$ cat src/rtl/arb_mux_pkg.sv
// Shared constants and helpers for the arb_mux channel arbiter/multiplexer.
package arb_mux_pkg;

  localparam logic MODE_SEL = 1'b0;
  localparam logic MODE_RR  = 1'b1;

  // Width of a channel index: ceil(log2(n)), never less than one bit.
  function automatic int sel_w(input int n);
    int w;
    w = 1;
    while ((1 << w) < n) w = w + 1;
    return w;
  endfunction

endpackage

$ cat src/rtl/arb_mux_rr_pick.sv
// Rotating-priority search: first set request at or above ptr_i, wrapping at N_CH-1.
module rr_pick #(
  parameter int N_CH  = 4,
  parameter int SEL_W = 2
) (
  input  logic [N_CH-1:0]  req_i,
  input  logic [SEL_W-1:0] ptr_i,
  output logic             found_o,
  output logic [SEL_W-1:0] idx_o
);

  localparam logic [SEL_W:0] NCH_L = (SEL_W+1)'(N_CH);

  logic [SEL_W:0] pos;

  always_comb begin
    found_o = 1'b0;
    idx_o   = '0;
    pos     = '0;
    for (int i = 0; i < N_CH; i++) begin
      pos = {1'b0, ptr_i} + (SEL_W+1)'(i);
      if (pos >= NCH_L) pos = pos - NCH_L;
      if (!found_o && req_i[pos[SEL_W-1:0]]) begin
        found_o = 1'b1;
        idx_o   = pos[SEL_W-1:0];
      end
    end
  end

endmodule

$ cat src/rtl/arb_mux.sv
// N-channel arbiter feeding a single output register; fixed-select or round-robin.
module arb_mux
  import arb_mux_pkg::*;
#(
  parameter  int DATA_W = 32,
  parameter  int N_CH   = 4,
  localparam int SEL_W  = sel_w(N_CH)
) (
  input  logic                   clk_i,
  input  logic                   rst_n_i,
  input  logic                   mode_i,
  input  logic [SEL_W-1:0]       select_i,
  input  logic [N_CH-1:0]        valid_i,
  input  logic [N_CH*DATA_W-1:0] data_i,
  output logic [N_CH-1:0]        ready_o,
  output logic                   valid_o,
  output logic [DATA_W-1:0]      data_o,
  output logic [SEL_W-1:0]       grant_o,
  input  logic                   ready_i
);

  localparam logic [SEL_W:0]   NCH_L = (SEL_W+1)'(N_CH);
  localparam logic [SEL_W-1:0] LAST  = SEL_W'(N_CH - 1);

  logic [SEL_W-1:0]  rr_ptr;
  logic [SEL_W-1:0]  rr_idx;
  logic              rr_found;
  logic [SEL_W-1:0]  cand;
  logic              cand_ok;
  logic              free;
  logic              xfer;
  logic [DATA_W-1:0] pick_data;

  rr_pick #(
    .N_CH  (N_CH),
    .SEL_W (SEL_W)
  ) u_rr_pick (
    .req_i   (valid_i),
    .ptr_i   (rr_ptr),
    .found_o (rr_found),
    .idx_o   (rr_idx)
  );

  // Free when empty or being drained this cycle, so refill can overlap the drain.
  assign free = !valid_o || ready_i;

  always_comb begin
    cand    = '0;
    cand_ok = 1'b0;
    if (mode_i == MODE_RR) begin
      cand    = rr_idx;
      cand_ok = rr_found;
    end else begin
      cand    = select_i;
      cand_ok = ({1'b0, select_i} < NCH_L) && valid_i[select_i];
    end
  end

  assign xfer    = free && cand_ok;
  assign ready_o = (xfer && rst_n_i) ? ({{(N_CH-1){1'b0}}, 1'b1} << cand) : '0;

  always_comb begin
    pick_data = '0;
    for (int k = 0; k < N_CH; k++)
      if (cand == SEL_W'(k)) pick_data = data_i[k*DATA_W +: DATA_W];
  end

  // Output register stage
  always_ff @(posedge clk_i or negedge rst_n_i) begin
    if (!rst_n_i) begin
      valid_o <= 1'b0;
      data_o  <= '0;
      grant_o <= '0;
      rr_ptr  <= '0;
    end else if (xfer) begin
      valid_o <= 1'b1;
      data_o  <= pick_data;
      grant_o <= cand;
      if (mode_i == MODE_RR) rr_ptr <= (cand == LAST) ? '0 : cand + 1'b1;
    end else if (ready_i) begin
      valid_o <= 1'b0;
    end
  end

endmodule

$ cat config.mk
export PLATFORM = sky130hd
export DESIGN_NAME = arb_mux
export DESIGN_NICKNAME = d
export VERILOG_FILES = /design/src/rtl/arb_mux_pkg.sv /design/src/rtl/arb_mux_rr_pick.sv /design/src/rtl/arb_mux.sv
export SDC_FILE = /design/constraint.sdc
export NUM_CORES = 1
export LEC_CHECK = 0
export CAP_MARGIN = 10
export CORE_MARGIN = 2
export CORE_UTILIZATION = 37
export CTS_CLUSTER_SIZE = 28
export DETAILED_ROUTE_END_ITERATION = 8
export MAX_ROUTING_LAYER = met4
export PLACE_DENSITY = 0.92
export RECOVER_POWER = 50
export SLEW_MARGIN = 20
export SYNTH_ARGS = -nofsm -noshare
export SYNTH_HDL_FRONTEND = slang
export SYNTH_SLANG_ARGS = --single-unit
$ cat constraint.sdc
create_clock -name clk_i -period 2.9 [get_ports clk_i]
set_input_delay 0.58 -clock clk_i [delete_from_list [all_inputs] [get_ports clk_i]]
set_output_delay 0.58 -clock clk_i [all_outputs]
set_load 0.02 [all_outputs]
==> results of run 1 <==
## logic make-up (layout without fill, tap and decap cells)
| family | Yosys count | count (layout) |
|---|---|---|
| multiplexers | 35 | 35 |
| AO/OA/AOI/OAI | 78 | 78 |
| flip-flops | 37 | 37 |
| buffers and inverters | 28 | 202 |
| adder cells (fa/ha/maj) | 4 | 4 |
| AND/OR/NAND/NOR | 87 | 87 |
## stage by stage
step / hold WS, ns / area, um2 / setup TNS [ns]
after detailed placement: 0.492 / 4600 / -14.91
final: 0.505 / 4680 / 0
after floorplan: 0.284 / 2700 / 0
after CTS: 0.417 / 4700 / 0
after global routing: 0.527 / 4680 / 0
after global placement: 0.489 / 4600 / -11.91
## state kept, by name, summed over array words and instances, names as in the netlist
name and flops:
rr_ptr 2, valid_o 1, grant_o 2, data_o 32
## cells in the mapped netlist (3+ instances only)
library cell	count	share of area, %
and3_1	4	0.93
nand2_1	34	4.7
nor2b_1	34	7.9
o31ai_1	32	8.9
nand2b_1	5	1.2
clkbuf_1	21	2.9
mux2_4	25	14
buf_6	3	1.2
a221oi_1	32	10
o21ai_0	3	0.56
mux2_2	8	3.3
dfrtp_1	37	34
inv_1	4	0.56
ha_1	4	1.9
## layout make-up
| cell class | count | share of cell area [%] |
|---|---|---|
| clock buffer | 7 | 1.84 |
| inverter | 4 | 0.321 |
| sequential | 37 | 19.8 |
| tap | 99 | 2.65 |
| timing repair buffer | 191 | 39.6 |
| multi-input combinational | 204 | 35.8 |
## critical path, cell delays in order
cell and delay (ns):
clkdlybuf4s50_1 0.49, mux4_2 0.53, mux2i_4 0.20, nor2_4 0.06, and3_1 0.21, buf_2 0.17
## metal layers
| metal | up-vias | share of wire (%) | GRT usage [%] |
|---|---|---|---|
| li1 | 1367 | - | - |
| met1 | 1429 | 39 | 25.8 |
| met2 | 123 | 53 | 40.4 |
| met3 | 14 | 6.4 | 4.62 |
| met4 | 0 | 1.5 | 5.97 |
| met5 | - | 0 | - |
## worst paths after layout
check | from | to | slack, ns | depth (start not counted)
worst max register to register | rr_ptr[1] | data_o[17] | 0.19 | 10
worst min register to register | data_o[5] | data_o[5] | 0.51 | 1
worst max-delay path | select_i[0] | ready_o[1] | 0.07 | 6
worst min-delay path | data_o[5] | data_o[5] | 0.51 | 1
min in group asynchronous | rst_n_i | data_o[23] | 1.10 | 2
max in group asynchronous | rst_n_i | data_o[12] | 0.66 | 2
## repair_timing
| action | 4_1_cts | 5_1_grt |
|---|---|---|
| endpoints found under the setup margin | 36 | 36 |
| resized for setup | 17 | 13 |
| endpoints found under the hold margin | 0 | 0 |
| buffers inserted | 1 | 1 |
| pin swaps | 1 | 4 |
## power breakdown
group	internal [mW]	switching, mW
registers	0.748	0.137
clock network	0.189	0.174
logic	1.04	0.878
total	1.98	1.19
==> impl_results.md, run 1 <==
- Vias in the first global route: 2,833
- Compound-Gate Fraction of Synth Area: 22.8%
- Nets: approximately 600
- 1st-iter DRT viols: 152
- Simple-gate share of the synthesized area: 17.5%
- Slew HR: -33.5%
- Period minus WS final: roughly 2.8 ns
- Peak supply drop: ~0.00034 V
- Maxcap violations: 1
- Period utilisation layout: 97.6%
- Synth Flop Type: dfrtp_1
- Die X: ~90 um
- Overflow after GRT: 0
- Failing checks: capacitance limit, slew limit
- Initial antenna violation count: 0
- CTS clk-pin slew, worst paths: around 0.070 ns
- Die Ht: between 80 and 90 um
- Fillers: roughly 560
- Port Buffers: about 180
- Final Hold Fails: 0
- Crit path kind: in -> out
- First-pass GRT wire length: roughly 13 mm
- CP startpoint kind: input pin
- Clk sinks: 37
- Post-DP HPWL: around 6.9 mm
- Crit path DAT: between 2 and 2.5 ns
- Power consumption: about 3.2 mW
- Number of cell rows: 31
- Leak Pwr: 1.90 nW
- Die area: 0.00801 mm2
- Ant. Diodes: 0
- Status: finished, violations left
- Fin cells: 542
- CTS buffer count: 5
- I/O Pins: 177
- Final setup viols: 0
- DR pass1 iterations: 4
- XOR/XNOR Fraction of Synth Area: 0%
- # hold bufs at CTS: 0
- #FFs+latches synth: 37
- Post-synth cell types: 33
- Actual slew at the worst max-slew pin: 2.00 ns
- Commonest non-fill, non-tap cell in the layout: clkdlybuf4s50_1
- Area of the multi-input gates: roughly 0.0017 mm2
- Routability congestion estimate: ~0.97
- Per-cell routed wire length: between 15 and 20 um
- Synthesized area: about 0.0027 mm2
- Critical path required time: 2.32 ns
- Placed Instances: 533
- Post-synth EDFFs: 0
- Worst setup EP type: output port
- Pwr dens: 677 mW/mm2
- Type of the worst min-delay path: reg -> reg
- Via count: 2,933
- Mean post-synth cell area: roughly 10 um2
- Layout cells sized above 1: 15.8%
- Core Region: between 0.007 and 0.008 mm2
- Place WS: -0.568 ns
- Longest Clk Path Bufs: 2
- Syn nets: around 400
- Final wirelength: 9.23 mm
- Largest family of logic cells by synthesized area: compound AO/OA/AOI/OAI gates
- Mux contribution to synthesized area: 18.9%
- Adder-cell area share of the yosys netlist: roughly 1.9%
- Worst Skew: 0.00573 ns
- Register area share after synthesis: 34.2%
- Final Core Density: 65.2%
- Initial Util: between 30% and 40%
- CP Max Fanout: 5
- CTS tree: done
- Unrepaired setup endpoints after global routing: no
- Area delta synth->final: 73.1%
- Final worst slack: 0.0685 ns
- FF+latch area: 926 um2
- Pin count of the biggest net entering global routing: 65
- Root Buffer: clkbuf_8
- Cells after synthesis: between 200 and 300
- Drt via density: ~5.4
- Fmax achieved: 0.353 GHz
- Drc violations: 0
- Number of routed nets with antenna violations: 0
- Max Slew Vio Count: 38
- H-tree depth: 2
- Gr usage total: between 20 and 25%
- Post-synth ARST share: 100%
- Worst skew pair latency: 0.28 ns
- Yosys warns: 0
- Most frequent cells in the layout: clkdlybuf4s50_1 (149), dfrtp_1 (37), nand2_1 (34)
Power figures use the tool's default switching activity.
==> run 2: changes to the inputs <==
Settings changed: CORE_MARGIN 2 to 5, CORE_UTILIZATION 37 to 35, PLACE_DENSITY 0.92 to 0.88.
==> run 2 against run 1 <==
The run now ends clean. Count of clock-buffer cells in the layout stayed put. Clock power is 9.4% higher. Register-to-register slack worse by 0.04 ns. Critical endpoint is now ready_o[0]. Final area is 2.8% higher. Critical path depth is 3 higher. Via count is 0.78% lower.
==> impl_results.md, run 2 (synthesis gave the netlist of run 1 again) <==
- Status: finished clean (was finished, violations left)
- Via count: 2,910 (was 2,933)
- Place WS: -0.591 ns (was -0.568 ns)
- Gr usage total: 19.7% (was 22.6%)
- Port Buffers: 176 (unchanged)
- Crit path kind: in -> out (unchanged)
- Sequential share of power: 27.4% (was 27.9%)
- Psw: 1.21 mW (was 1.19 mW)
- DR pass1 iterations: 5 (was 4)
- Area after DPL: 0.00467 mm2 (was 0.00460 mm2)
- FF+latch area: 926 um2 (unchanged)
- I/O Pins: 177 (unchanged)
- Layout cells sized above 1: 17.8% (was 15.8%)
- Actual slew at the worst max-slew pin: 1.48 ns (was 2.00 ns)
- Ant. Diodes: 0 (unchanged)
- Pwr dens: 674 mW/mm2 (was 677 mW/mm2)
- Leak Pwr: 1.97 nW (was 1.90 nW)
- Peak supply drop: 0.000332 V (was 0.000343 V)
- Post-Layout Inst Area: 0.00481 mm2 (was 0.00468 mm2)
- Critical path required time: 2.32 ns (about the same)
- Initial Util: 35.5% (was 37.7%)
- Crit path DAT: 2.27 ns (was 2.25 ns)
- CTS clk-pin slew, worst paths: 0.08 ns (was 0.07 ns)
- CTS buffer count: 5 (unchanged)
- Cell-internal power: 2.04 mW (was 1.98 mW)
- Routability congestion estimate: 0.860 (was 0.970)
- Period minus WS final: 2.85 ns (was 2.83 ns)
- Maxcap violations: 0 (was 1)
- Final Core Density: 63.3% (was 65.2%)
- Final Hold Fails: 0 (unchanged)
- Type of the worst min-delay path: in -> async (was reg -> reg)
- Clk pwr share: 12.2% (was 11.4%)
- Pin count of the biggest net entering global routing: 65 (unchanged)
- Drc violations: 0 (unchanged)
- Switch share: 37.2% (was 37.5%)
- H-tree depth: 2 (unchanged)
- Comb pwr share: 60.4% (was 60.7%)
- Number of cell rows: 32 (was 31)
- Number of routed nets with antenna violations: 0 (unchanged)
- Area delta synth->final: 78.0% (was 73.1%)
- Nets: 595 (was 585)
- Root Buffer: clkbuf_8 (unchanged)
- Period utilisation layout: 98.4% (was 97.6%)
- Unrepaired setup endpoints after global routing: no (unchanged)
- Commonest non-fill, non-tap cell in the layout: clkdlybuf4s50_1 (unchanged)
- Largest register FFs: 32 (unchanged)
- Fmax achieved: 0.350 GHz (was 0.353 GHz)
- Clk sinks: 37 (unchanged)
- Most flops, register: data_o (unchanged)
- Fillers: 635 (was 555)
- Final wirelength: 9.67 mm (was 9.23 mm)
- Setup TNS Final: 0 ns (unchanged)
- Longest Clk Path Bufs: 2 (unchanged)
- Vias in the first global route: 3,113 (was 2,833)
- Overflow after GRT: 0 (unchanged)
- Die area: 0.00958 mm2 (was 0.00801 mm2)
- Final worst slack: 0.0455 ns (was 0.0685 ns)
- Final Hold Slack: 0.385 ns (was 0.505 ns)
- Max Slew Vio Count: 0 (was 38)
- Core Region: 0.00761 mm2 (was 0.00718 mm2)
- 1st-iter DRT viols: 82 (was 152)
- CP startpoint kind: input pin (unchanged)
- Drt via density: 5.23 (was 5.41)
- Die X: 97.9 um (was 89.5 um)
- Final setup viols: 0 (unchanged)
- CP Max Fanout: 5 (unchanged)
- Worst setup EP type: output port (unchanged)
- CTS tree: done (unchanged)
- Initial antenna violation count: 0 (unchanged)
- Top Registers: data_o: 32 flops, grant_o: 2 flops, rr_ptr: 2 flops (unchanged)
- Per-cell routed wire length: 17.4 um (was 17.0 um)
- Post-DP HPWL: 7.57 mm (was 6.89 mm)
- Die Ht: 97.9 um (was 89.5 um)
- Slew HR: 1.20% (was -33.5%)
- Area of the multi-input gates: 0.00170 mm2 (was 0.00168 mm2)
- Most frequent cells in the layout: clkdlybuf4s50_1 (148), dfrtp_1 (37), nand2_1 (34) (was clkdlybuf4s50_1 (149), dfrtp_1 (37), nand2_1 (34))
- Worst skew pair latency: 0.28 ns (about the same)
- First-pass GRT wire length: 15.1 mm (was 13.4 mm)
- Worst Skew: 0.00598 ns (was 0.00573 ns)
[run 2: cell count changes in the layout (fill, tap and decap cells not counted), sizes merged]
cell,delta
clkdlybuf4s15,+2
buf,+8
clkdlybuf4s50,-1
clkbuf,-2
dlygate4sd2,+3
clkinv,+1
[run 2: per-stage QoR]
step | total power [mW] | std cells
2_1_floorplan | 1.96 | 269
3_3_place_gp | 2.83 | 545
3_5_place_dp | 2.88 | 545
4_1_cts | 3.31 | 554
5_1_grt | 3.42 | 556
6_report | 3.25 | 556
[run 2: what timing repair did]
action | 4_1_cts | 5_1_grt
pin swaps | 1 | 0
buffers inserted | 1 | 2
endpoints found under the setup margin | 36 | 33
gates resized for setup | 23 | 6
hold buffers | 0 | 0
[run 2: critical path, cell delays in order]
cell	delay [ns]
clkdlybuf4s15_1	0.25
buf_4	0.15
nor4bb_1	0.21
o21ai_0	0.15
o211ai_1	0.17
and2_4	0.21
ha_1	0.15
and3_1	0.15
clkdlybuf4s15_2	0.26
[run 2: layout make-up]
cell class | count | share of cell area (%)
clock inverters | 1 | 0.104
multi-input cells | 204 | 35.3
repair buffers | 201 | 40.4
inverters | 4 | 0.312
well taps | 102 | 2.65
clock buffers | 7 | 2.00
flip-flops and latches | 37 | 19.2
[run 2: per-layer routing]
metal | up-vias | GRT usage, % | wire (um)
met1 | 1371 | 20.7 | 3710
met5 | - | - | 0
met4 | 0 | 5.11 | 194
met2 | 127 | 36.9 | 5150
met3 | 24 | 4.71 | 619
li1 | 1388 | - | -
[run 2: path summary, 6_finish.rpt]
kind | to | cells after the start | from | slack (ns)
worst min register to register | data_o[23] | 1 | data_o[23] | 0.51
worst max register to register | data_o[6] | 10 | rr_ptr[1] | 0.15
worst max-delay path | ready_o[0] | 9 | valid_i[0] | 0.05
max in group asynchronous | data_o[19] | 2 | rst_n_i | 0.67
worst min-delay path | grant_o[0] | 1 | rst_n_i | 0.38
min in group clk_i | data_o[23] | 1 | data_o[23] | 0.51
[run 2: power groups by stage]
stage | clock network [mW] | registers, mW | logic [mW]
2_1_floorplan | 0 | 1.16 | 0.800
3_3_place_gp | 0 | 0.885 | 1.94
3_5_place_dp | 0 | 0.894 | 1.99
4_1_cts | 0.411 | 0.893 | 2.00
5_1_grt | 0.428 | 0.918 | 2.08
6_report | 0.396 | 0.889 | 1.96
